==> src/rtl/clock_display_scanner.sv <==
// Six-digit multiplexed display scanner for the clock/date/timer pages.
// Each scan frame is drawn from a snapshot taken at the frame boundary.
module clock_display_scanner #(
  parameter int SCAN_DIV     = 4,
  parameter int BLINK_FRAMES = 2
) (
  input  logic        clk,
  input  logic        reset,
  input  logic [5:0]  hr,
  input  logic [5:0]  min,
  input  logic [5:0]  sec,
  input  logic        AM_PM,
  input  logic [4:0]  day,
  input  logic [3:0]  month,
  input  logic [11:0] year,
  input  logic [5:0]  timer_min_left,
  input  logic [5:0]  timer_sec_left,
  input  logic        timer_buzzer,
  input  logic        alarm_buzzer,
  input  logic        page_btn,
  output logic [5:0]  an,
  output logic [6:0]  seg,
  output logic        dp,
  output logic        led_pm,
  output logic [1:0]  page
);

  localparam int PW = $clog2(SCAN_DIV);
  localparam int FW = (BLINK_FRAMES > 1) ? $clog2(BLINK_FRAMES) : 1;

  typedef enum logic [1:0] {
    PG_TIME  = 2'd0,
    PG_DATE  = 2'd1,
    PG_TIMER = 2'd2,
    PG_BAD   = 2'd3
  } page_e;

  typedef struct packed {
    logic [5:0]  hr;
    logic [5:0]  min;
    logic [5:0]  sec;
    logic        pm;
    logic [4:0]  day;
    logic [3:0]  month;
    logic [11:0] year;
    logic [5:0]  tmin;
    logic [5:0]  tsec;
    logic        tbuz;
    logic        abuz;
    page_e       page;
  } snap_t;

  page_e      page_q, page_d;
  logic [PW-1:0] presc_q, presc_d;
  logic [2:0] d_q, d_d;
  logic [FW-1:0] fcnt_q, fcnt_d;
  logic       blink_q, blink_d;
  snap_t      snap_q, snap_d;
  logic [5:0] an_q, an_d;
  logic [6:0] seg_q, seg_d;
  logic       dp_q, dp_d;
  logic       led_q, led_d;

  logic       tick, wrap, blank;
  logic [6:0] y100;
  logic [7:0] p0, p1, p2;
  logic [3:0] code;

  function automatic logic [7:0] bcd(input logic [6:0] v);
    logic [3:0] t;
    t = '0;
    for (int k = 1; k < 10; k++) begin
      if (v >= 7'(k * 10)) t = 4'(k);
    end
    return {t, 4'(v - 7'(t) * 7'd10)};
  endfunction

  function automatic logic [6:0] glyph(input logic [3:0] c);
    logic [6:0] g;
    case (c)
      4'd0:    g = 7'h40;
      4'd1:    g = 7'h79;
      4'd2:    g = 7'h24;
      4'd3:    g = 7'h30;
      4'd4:    g = 7'h19;
      4'd5:    g = 7'h12;
      4'd6:    g = 7'h02;
      4'd7:    g = 7'h78;
      4'd8:    g = 7'h00;
      4'd9:    g = 7'h10;
      4'd10:   g = 7'h3F;
      default: g = 7'h7F;
    endcase
    return g;
  endfunction

  // page steps immediately; the frame picks it up at the next snapshot
  always_comb begin
    page_d = page_q;
    if (page_btn) begin
      unique case (page_q)
        PG_TIME:  page_d = PG_DATE;
        PG_DATE:  page_d = PG_TIMER;
        PG_TIMER: page_d = PG_TIME;
        PG_BAD:   page_d = PG_TIME;
      endcase
    end
  end

  always_comb begin
    tick    = (presc_q == PW'(SCAN_DIV - 1));
    wrap    = tick && (d_q == 3'd5);
    presc_d = tick ? '0 : presc_q + 1'b1;
    d_d     = d_q;
    if (tick) d_d = (d_q == 3'd5) ? 3'd0 : d_q + 3'd1;
    fcnt_d  = fcnt_q;
    blink_d = blink_q;
    snap_d  = snap_q;
    if (wrap) begin
      if (fcnt_q == FW'(BLINK_FRAMES - 1)) begin
        fcnt_d  = '0;
        blink_d = ~blink_q;
      end else begin
        fcnt_d  = fcnt_q + 1'b1;
      end
      snap_d.hr    = hr;
      snap_d.min   = min;
      snap_d.sec   = sec;
      snap_d.pm    = AM_PM;
      snap_d.day   = day;
      snap_d.month = month;
      snap_d.year  = year;
      snap_d.tmin  = timer_min_left;
      snap_d.tsec  = timer_sec_left;
      snap_d.tbuz  = timer_buzzer;
      snap_d.abuz  = alarm_buzzer;
      snap_d.page  = page_q;
    end
  end

  always_comb begin
    y100 = 7'(snap_q.year % 12'd100);
    p0   = bcd({1'b0, snap_q.hr});
    p1   = bcd({1'b0, snap_q.min});
    p2   = bcd({1'b0, snap_q.sec});
    unique case (snap_q.page)
      PG_DATE: begin
        p0 = bcd({2'b0, snap_q.day});
        p1 = bcd({3'b0, snap_q.month});
        p2 = bcd(y100);
      end
      PG_TIMER: begin
        p0 = 8'hAA;
        p1 = bcd({1'b0, snap_q.tmin});
        p2 = bcd({1'b0, snap_q.tsec});
      end
      PG_TIME, PG_BAD: ;
    endcase
    case (d_q)
      3'd0:    code = p0[7:4];
      3'd1:    code = p0[3:0];
      3'd2:    code = p1[7:4];
      3'd3:    code = p1[3:0];
      3'd4:    code = p2[7:4];
      3'd5:    code = p2[3:0];
      default: code = 4'hF;
    endcase
    blank = (snap_q.tbuz | snap_q.abuz) & blink_q;
    an_d  = ~(6'b000001 << d_q);
    seg_d = glyph(code);
    dp_d  = ~((d_q == 3'd1) || (d_q == 3'd3));
    led_d = (snap_q.page == PG_TIME) & snap_q.pm;
    if (blank) begin
      an_d  = 6'h3F;
      seg_d = 7'h7F;
      dp_d  = 1'b1;
    end
  end

  always_ff @(posedge clk or negedge reset) begin
    if (!reset) begin
      page_q  <= PG_TIME;
      presc_q <= '0;
      d_q     <= '0;
      fcnt_q  <= '0;
      blink_q <= 1'b0;
      snap_q  <= '0;
      an_q    <= 6'h3F;
      seg_q   <= 7'h7F;
      dp_q    <= 1'b1;
      led_q   <= 1'b0;
    end else begin
      page_q  <= page_d;
      presc_q <= presc_d;
      d_q     <= d_d;
      fcnt_q  <= fcnt_d;
      blink_q <= blink_d;
      snap_q  <= snap_d;
      an_q    <= an_d;
      seg_q   <= seg_d;
      dp_q    <= dp_d;
      led_q   <= led_d;
    end
  end

  assign an     = an_q;
  assign seg    = seg_q;
  assign dp     = dp_q;
  assign led_pm = led_q;
  assign page   = page_q;

endmodule

==> config.mk <==
export PLATFORM = sky130hd
export DESIGN_NAME = clock_display_scanner
export DESIGN_NICKNAME = d
export VERILOG_FILES = /design/src/rtl/clock_display_scanner.sv
export SDC_FILE = /design/constraint.sdc
export NUM_CORES = 1
export LEC_CHECK = 0
export BUFFER_PORTS_ARGS = -buffer_cell sky130_fd_sc_hd__buf_2
export CORE_UTILIZATION = 57
export CTS_BUF_LIST = sky130_fd_sc_hd__clkbuf_8
export DETAILED_ROUTE_END_ITERATION = 16
export PLACE_DENSITY = 0.78
export SLEW_MARGIN = 20
export SYNTH_ARGS = -nofsm -noshare
export SYNTH_HDL_FRONTEND = slang
export SYNTH_SLANG_ARGS = --single-unit
==> constraint.sdc <==
create_clock -name clk -period 17.9 [get_ports clk]
set_clock_uncertainty 0.05 [all_clocks]
set_input_delay 1.79 -clock clk [delete_from_list [all_inputs] [get_ports clk]]
set_output_delay 1.79 -clock clk [all_outputs]
set_load 0.05 [all_outputs]
======== After elaboration in Yosys (flattened, before gate mapping) ========
Memory sizes are Yosys's and may differ from the RTL's.
Index checks and enable logic that the tools add are counted.
storage, ports and cells
  register bits after elaboration ......... 80
  bits in read-only memories .............. 112
  bits of input ports ..................... 57
  output and inout bits ................... 17
  logic and storage cells ................. 207
  memories kept ........................... 1
operators by class
  add/sub/neg operators ................... 11
  $mul .................................... 8
  div/mod/pow operators ................... 1
  order comparisons ....................... 62
  eq/ne operators ......................... 11
  shifts and indexed selects .............. 1
  mux-type cells .......................... 78
  bitwise gates (word level) .............. 6
  reductions and logical operators ........ 7
memories
  memory           words  width  rd ports  clocked after memory_dff  write ports  line  source
  (no name shown)  16     7      1         0                         0            80    case (c)
operator list
  operator                                             count
  2-to-1 mux 4 bit                                     59
  >= comparator 6 x 7 -> 1 bit, second input constant  15
  >= comparator 6 bit, second input constant           15
  >= comparator 6 x 5 -> 1 bit, second input constant  10
  one-hot mux 8 bit (2 select lines)                   3
  multiplier 4 x 3 -> 3 bit, second input constant     8
  subtractor 4 bit                                     8
  >= comparator 6 x 4 -> 1 bit, second input constant  5
  one-hot mux 4 bit (6 select lines)                   1
  >= comparator 5 x 7 -> 1 bit, second input constant  3
  >= comparator 7 x 6 -> 1 bit, second input constant  3
  >= comparator 7 bit, second input constant           3
  >= comparator 7 x 5 -> 1 bit, second input constant  2
  modulo 12 x 7 -> 12 bit, second input constant       1
  >= comparator 5 bit, second input constant           2
  2-to-1 mux 1 bit                                     10
  == test 2 bit, second input constant                 4
  >= comparator 4 x 7 -> 1 bit, second input constant  1
  >= comparator 7 x 4 -> 1 bit, second input constant  1
  2-to-1 mux 7 bit                                     1
  == test 3 x 2 -> 1 bit, second input constant        2
  == test 3 bit, second input constant                 2
  2-to-1 mux 6 bit                                     1
  NOT 6 bit                                            1
  other kinds (20)                                     24

======== Depth between registers and ports, before layout ========
Gate-level depths: netlist of the first run.
An unclocked memory read counts as a cell.
  depth after elaboration ................. 18
  gate-level depth with buffers ........... 31
  mapped depth without buffers ............ 26

======== Worst setup path after synthesis of the first run ========
No wires, ideal clock.
  kind .................................... register to register
  start point ............................. reg snap_q[24] in the netlist's numbering
  end point ............................... reg seg_q[6], in the netlist seg[6]
  setup time .............................. 0.086 ns
  arrival time ............................ 5.741 ns
  data required time ...................... 17.764 ns
  path slack .............................. 12.023 ns
  cell stages (with the launch flop) ...... 28
  path buffers ............................ 2
  clock period less this slack ............ 5.877 ns
  cell sequence ........................... dfrtp_1 -> or2_4 -> a311o_1 -> a22o_1 -> a221oi_2 -> and2_1 -> buf_2 -> a211oi_1 -> or2_2 -> a21oi_2 -> a21o_1 -> mux2i_1 -> nand3_1 -> a2111oi_0 -> or3_1 -> o211a_1 -> inv_1 -> ha_1 -> fa_1 -> o22ai_1 -> a21oi_1 -> o21ai_0 -> o21ai_0 -> nand2_1 -> a31oi_1 -> clkbuf_1 -> nor2_1 -> a2111o_1
on the way
  longest elaborated chain between the ends .. 18
  elaborated cells between the ends (all ways) .. 26
  those cells by class .................... add/sub (1); mul (1); div (1); order compare (9); mux (13); memory (1)
ends and longest elaborated chain
  element                                 line  source
  start, declared                         58    snap_t snap_q, snap_d;
  start signal, assigned                  198   snap_q <= snap_d;
  modulo 12 x 7 -> 12 bit (*)             142   y100 = 7'(snap_q.year % 12'd100);
  >= comparator 7 x 4 -> 1 bit            73    if (v >= 7'(k * 10)) t = 4'(k);
  2-to-1 mux 1 bit                        73
  2-to-1 mux 4 bit (8 in series)          73
  2-to-1 mux 4 bit                        146   unique case (snap_q.page)
  multiplier 4 x 3 -> 3 bit               75    return {t, 4'(v - 7'(t) * 7'd10)};
  subtractor 4 bit                        75
  one-hot mux 8 bit (2 select lines) (*)  146
  one-hot mux 4 bit (6 select lines) (*)  159   case (d_q)
  memory read (16 x 7 bit) (*)            -
  2-to-1 mux 7 bit (*)                    173   if (blank) begin
  via seg_d[6]                            60    logic [6:0] seg_q, seg_d;
  end signal, assigned                    200   seg_q <= seg_d;
  end, declared                           60
The timed path passes the listed nets; every way through them passes the cells marked *. The select of a mux whose other input is x is not followed.
A chain may end at the register's enable or synchronous reset.

======== Final worst setup path of the first run ========
  start point ............................. reg snap_q[26] in the netlist's numbering
  end point ............................... reg seg_q[3], in the netlist seg[3]
The elaborated chain is that of the path after synthesis.

==> results of run 1 <==
layer usage:
layer	GRT usage	wire length, µm	up-vias
li1	-	-	2748
met1	0.332	6690	2747
met2	0.438	7220	220
met3	0.0436	729	39
met4	0.118	388	0
met5	0	0	-
final cells by class:
cell class              count  area [µm²]  area share
flip-flops and latches     80        2020       0.287
inverters                  41         154      0.0219
clock inverters             4        27.5     0.00392
clock buffers              12         165      0.0235
multi-input cells         555        4080       0.581
repair buffers             75         403      0.0573
well taps                 140         175      0.0249
cell families after synthesis:
| group | Yosys count | share of synthesized area |
|---|---|---|
| AND/OR/NAND/NOR | 223 | 0.174 |
| buffers and inverters | 98 | 0.0631 |
| AO/OA/AOI/OAI | 217 | 0.245 |
| multiplexers | 71 | 0.121 |
| adder cells (fa/ha/maj) | 25 | 0.0557 |
| XOR/XNOR | 19 | 0.0308 |
| flip-flops | 80 | 0.310 |
path summary, 6_finish.rpt:
kind,to,from,slack (ps)
min reg2reg,presc_q[0]$_DFF_PN0_,presc_q[0]$_DFF_PN0_,380
max,seg[3]$_DFF_PN1_,snap_q[26]$_DFFE_PN0P_,10420
min,presc_q[0]$_DFF_PN0_,presc_q[0]$_DFF_PN0_,380
max in group asynchronous,snap_q[30]$_DFFE_PN0P_,reset,15920
max reg2reg,seg[3]$_DFF_PN1_,snap_q[26]$_DFFE_PN0P_,10420
min in group asynchronous,snap_q[2]$_DFFE_PN0P_,reset,1300
critical path: cells and delay by family, from the launching register on:
kind                       cells  cell delay [ps]
AOI/OAI and AO/OA             16             4340
and+or+nand+nor                7             1360
DFF                            1              860
adders and majority gates      2              660
buffers and inverters          1               50
layout by cell type, fill, tap and decap left out, types with 9 or more instances in the layout:
cell type  Yosys  final
nand3_1       25     25
buf_2         10     72
dfrtp_1       66     66
mux2i_1       12     12
nand2b_1       9      9
a21oi_1       36     36
mux2_2        58     58
nor3_1        19     19
nor2_1        52     52
clkbuf_8       0     12
nand2_1       52     51
o21ai_0       35     35
ha_1          17     17
a21o_1        13     13
inv_1         37     37
xnor2_1       11     11
nor2b_1       16     16
dfstp_2       14     14
o22ai_1        9      9
a22oi_1        9      9
sequential cells by signal, summed over array words and instances, names as in the netlist:
| signal | count |
|---|---|
| led_pm | 1 |
| seg | 7 |
| d_q | 3 |
| dp | 1 |
| presc_q | 2 |
| an | 6 |
| blink_q | 1 |
| fcnt_q | 1 |
| page | 2 |
| snap_q | 56 |
power groups by stage:
| stage | registers (mW) | logic, mW | clock network [mW] |
|---|---|---|---|
| after floorplan | 0.222 | 0.214 | 0 |
| after global placement | 0.214 | 0.273 | 0 |
| after detailed placement | 0.215 | 0.278 | 0 |
| after CTS | 0.212 | 0.279 | 0.132 |
| after global routing | 0.215 | 0.315 | 0.138 |
| final | 0.212 | 0.286 | 0.128 |
==> impl_metrics.json, run 1 <==
{
  "portBuffers": 73,
  "min_path_type": "reg -> reg",
  "place_ws_ps": 10600,
  "routedWlPerCell_um": 16.6,
  "max-clock-path-buffers": 2,
  "htreeDepth": 3,
  "comb_power_share": 0.457,
  "slew_viol_final": 0,
  "rows": 38,
  "place_congestion": 0.896,
  "synth.avg_cell_area_um2": 8.88,
  "synth_area_um2": 6510,
  "ys.warnings.count": 0,
  "r2r_cells": 26,
  "swShare": 0.416,
  "fin_cells": 907,
  "critPathLaunchType": "register",
  "utilization": 0.640,
  "cap_violations": 0,
  "ioPinCount": 74,
  "cp.required_ps": 18090,
  "drive_gt1_frac": 0.250,
  "synth_top_area_cell": "dfrtp_1",
  "endpoint_kind": "register",
  "grt_antenna_before_repair": 0,
  "tightest_slew_ps": 942,
  "fmax_mhz": 134,
  "p_leak_nw": 3.02,
  "core_area_um2": 11000,
  "viasPerCell": 6.34,
  "ys_top_cells_by_count": "66 x dfrtp_1, 58 x mux2_2, 52 x nand2_1, 52 x nor2_1",
  "holdWs_ps": 380,
  "whs_path_depth": 1,
  "n_antenna_cell": 0,
  "synth_most_common_cell": "dfrtp_1",
  "routed_wl_um": 15000,
  "post_cts_buffers": 0,
  "via_count": 5754,
  "synthFlopType": "dfrtp_1",
  "grt_use_total": 0.262,
  "slowest_stage": "dfrtp_1",
  "area_growth_pct": 7.94,
  "synth.distinct_cells": 89,
  "ant_nets": 0,
  "worstPathArrival_ps": 7680,
  "clk_latency_ps": 380,
  "numCtsBuffers": 9,
  "setup_tns_ps": 0,
  "rsz0062_at_grt": "no",
  "final_nets": 843,
  "fillers": 921,
  "die_y_um": 109,
  "dp_hpwl_um": 10800,
  "drtIter0Drc": 427,
  "synth_edf_count": 0,
  "critPathMaxFanout": 28,
  "p_int_uw": 365,
  "start_util": 0.593,
  "grt_pass1_wl_um": 24400,
  "grt_max_degree": 81,
  "clkPwrFrac": 0.205,
  "synth_area_leaders": "dfrtp_1 25%, mux2_2 10%, dfstp_2 5.7%, ha_1 3.3%, nand2_1 3.0%",
  "min_period_ps": 7480,
  "hold_buffers": 0,
  "crit_top_cell": "nand2_1",
  "ys_seq_area_frac": 0.310,
  "first_pass_iters": 7,
  "syn-num-nets": 814,
  "ys_seq_elements": 80,
  "cts_tree": "done",
  "max-vdd-ir-drop_uv": 62.9,
  "place_area_um2": 6810,
  "outcome": "finished, final reports clean",
  "p_per_area_nw_per_um2": 89.1,
  "grt_overflow_total": 0,
  "drc": 0,
  "cts.sinks": 80,
  "power_uw": 626,
  "clk_root_buffer_cell": "clkbuf_8",
  "grt_pass1_vias": 5263,
  "cts.repair.resized": 0,
  "pwr-share-seq": 0.339,
  "synthArstFlopShare": 1.00,
  "p_sw_uw": 261,
  "synth_cells": 733,
  "timing.final.hold_violations": 0,
  "setup_viol": 0,
  "slowest_delay_ps": 860,
  "max_slew_margin": 0.368,
  "die_area_um2": 11900,
  "finalWorstSetupSlack_ps": 10420,
  "yosys.area.top_type_share": 0.254,
  "dp_cells": 890,
  "clkTransAtPathRegs_ps": 90,
  "path_class": "reg -> reg",
  "chipWidth_um": 109,
  "post-route-period-util": 0.418,
  "stdcell_area_um2": 7030
}
(Power assumes the default switching activity.)
==> run 2: changes to the inputs <==
--- a/config.mk
+++ b/config.mk
@@ -5,11 +5,12 @@
 export SDC_FILE = /design/constraint.sdc
 export NUM_CORES = 1
 export LEC_CHECK = 0
+export ABC_AREA = 1
 export BUFFER_PORTS_ARGS = -buffer_cell sky130_fd_sc_hd__buf_2
-export CORE_UTILIZATION = 57
+export CORE_UTILIZATION = 55
 export CTS_BUF_LIST = sky130_fd_sc_hd__clkbuf_8
 export DETAILED_ROUTE_END_ITERATION = 16
-export PLACE_DENSITY = 0.78
+export PLACE_DENSITY = 0.8
 export SLEW_MARGIN = 20
 export SYNTH_ARGS = -nofsm -noshare
 export SYNTH_HDL_FRONTEND = slang
==> constraint.sdc (replaced) <==
create_clock -name clk -period 6.3 [get_ports clk]
set_clock_uncertainty 0.05 [all_clocks]
set_input_delay 0.63 -clock clk [delete_from_list [all_inputs] [get_ports clk]]
set_output_delay 0.63 -clock clk [all_outputs]
set_load 0.05 [all_outputs]
==> impl_metrics.json, run 2 <==
{
  "numCtsBuffers": 9,
  "core_area_um2": 9910,
  "fmax_mhz": 177,
  "fin_cells": 983,
  "regMostFlops": "snap_q",
  "slowest_delay_ps": 480,
  "synth_compound_area_frac": 0.148,
  "endpoint_kind": "register",
  "first_pass_iters": 5,
  "cp.required_ps": 6550,
  "grt_use_total": 0.264,
  "synth_top_family_by_area": "simple AND/OR/NAND/NOR gates",
  "largest_reg_flops": 56,
  "grt_pass1_wl_um": 23200,
  "synth_cells": 779,
  "n_antenna_cell": 0,
  "synthSimpleGateAreaFrac": 0.336,
  "grt_overflow_total": 0,
  "clk_latency_ps": 370,
  "setup_viol": 0,
  "place_area_um2": 6170,
  "routed_wl_um": 13200,
  "dp_cells": 967,
  "timing.final.hold_violations": 0,
  "slowest_stage": "fa_1",
  "synth_edf_count": 0,
  "r2r_cells": 47,
  "grt_antenna_before_repair": 0,
  "grt_pass1_vias": 5273,
  "worstPathArrival_ps": 5910,
  "critPathMaxFanout": 8,
  "synth_top_area_cell": "dfrtp_1",
  "drc": 0,
  "yosys.area.top_type_share": 0.290,
  "synthMuxAreaShare": 0,
  "layout_commonest_cell": "nand2_1",
  "p_leak_nw": 3.23,
  "routedWlPerCell_um": 13.4,
  "setup_tns_ps": 0,
  "slew_viol_final": 0,
  "synthFlopType": "dfrtp_1",
  "post-route-period-util": 0.898,
  "clk_root_buffer_cell": "clkbuf_8",
  "clkPwrFrac": 0.179,
  "cts_tree": "done",
  "yosys.area_share.xor_xnor": 0.0246,
  "start_util": 0.575,
  "cap_violations": 0,
  "min_path_type": "in -> async",
  "synth_area_leaders": "dfrtp_1 29%, nand2_1 15%, o21ai_0 6.7%, dfstp_2 6.5%, inv_1 5.4%",
  "comb_power_share": 0.587,
  "swShare": 0.480,
  "pwr-share-seq": 0.234,
  "final_cell_mix": "235 x nand2_1, 83 x inv_1, 76 x o21ai_0",
  "place_congestion": 0.906,
  "max-vdd-ir-drop_uv": 284,
  "p_per_area_nw_per_um2": 397,
  "viasPerCell": 5.44,
  "p_int_mw": 1.33,
  "drtIter0Drc": 344,
  "cts.sinks": 80,
  "max-clock-path-buffers": 2,
  "syn-num-nets": 860,
  "path_class": "reg -> reg",
  "critPathLaunchType": "register",
  "p_sw_mw": 1.22,
  "crit_top_cell": "nand2_1",
  "synth_area_um2": 5700,
  "via_count": 5350,
  "area_growth_pct": 12.7,
  "die_y_um": 104,
  "ys_seq_area_frac": 0.354,
  "die_area_um2": 10800,
  "clkTransAtPathRegs_ps": 80,
  "ys_seq_elements": 80,
  "hold_buffers": 0,
  "dp_hpwl_um": 9920,
  "rsz0062_at_grt": "no",
  "min_period_ps": 5660,
  "htreeDepth": 3,
  "synth.avg_cell_area_um2": 7.31,
  "tightest_slew_ps": 856,
  "rows": 36,
  "synthArstFlopShare": 1.00,
  "chipWidth_um": 104,
  "synth_most_common_cell": "nand2_1",
  "synth_fa_ha_area_frac": 0.0619,
  "portBuffers": 73,
  "synth.distinct_cells": 52,
  "ant_nets": 0,
  "ioPinCount": 74,
  "final_nets": 926,
  "max_slew_margin": 0.428,
  "stdcell_area_um2": 6420,
  "ys_top_cells_by_count": "235 x nand2_1, 82 x inv_1, 76 x o21ai_0",
  "drive_gt1_frac": 0.202,
  "outcome": "finished, final reports clean",
  "grt_max_degree": 81,
  "ys.warnings.count": 0
}
==> run 2: cells by family (layout without fill, tap and decap cells) <==
| family | after synthesis | in the layout |
|---|---|---|
| simple gates | 402 | 402 |
| compound gates | 145 | 145 |
| xor+xnor | 16 | 16 |
| buf+inv | 112 | 183 |
| fa+ha+maj | 24 | 24 |
| flops | 80 | 80 |
==> run 2: repair_timing <==
item	in CTS	in global routing
setup endpoints to repair	0	6
resized for setup	0	2
buffers inserted	0	0
==> run 2: area by class of cell <==
type / count / area [µm²]
Clock buffer: 9 / 124
Timing Repair Buffer: 75 / 387
Fill cell: 861 / 3490
Multi-Input combinational cell: 587 / 3260
Clock inverter: 7 / 114
Sequential cell: 80 / 2020
Inverter: 92 / 345
Tap cell: 133 / 166
==> run 2: worst paths after layout <==
| path | startpoint | endpoint | slack [ps] |
|---|---|---|---|
| worst max register to register | snap_q[24]$_DFFE_PN0P_ | seg[6]$_DFF_PN1_ | 640 |
| max in group asynchronous | reset | snap_q[5]$_DFFE_PN0P_ | 5500 |
| worst min-delay path | reset | snap_q[46]$_DFFE_PN0P_ | 240 |
| worst max-delay path | snap_q[24]$_DFFE_PN0P_ | seg[6]$_DFF_PN1_ | 640 |
| min in group clk | presc_q[0]$_DFF_PN0_ | presc_q[0]$_DFF_PN0_ | 400 |
| worst min register to register | presc_q[0]$_DFF_PN0_ | presc_q[0]$_DFF_PN0_ | 400 |
==> run 2: worst max-delay path, delay by kind of cell (launching register included) <==
kind	cells	cell delay [ps]
buf+inv	4	350
flops	1	410
fa+ha+maj	2	670
compound gates	3	290
simple gates	37	3610
xor+xnor	1	190
==> run 2: power groups by stage <==
stage                     clock, mW  sequential, mW  combinational, mW
after detailed placement          0           0.607               1.45
after CTS                     0.466           0.597               1.47
after global routing          0.492           0.603               1.67
final                         0.456           0.597               1.50
after floorplan                   0           0.689               1.10
after global placement            0           0.605               1.41
==> run 2: stage by stage <==
step	hold WS (ps)	power (mW)	setup slack (ps)	utilization
floorplan	284	1.78	1140	-
global placement	364	2.01	909	0.623
detailed placement	392	2.06	559	0.623
CTS	395	2.53	477	0.647
global route	291	2.76	13.4	0.648
finish	241	2.55	640	0.648
==> run 2: layer usage <==
layer | vias up | GRT usage | part of all wire
met4 | 0 | 0.105 | 0.020
met5 | - | 0 | 0
met1 | 2472 | 0.333 | 0.45
met2 | 164 | 0.437 | 0.48
met3 | 29 | 0.0617 | 0.053
li1 | 2685 | - | -
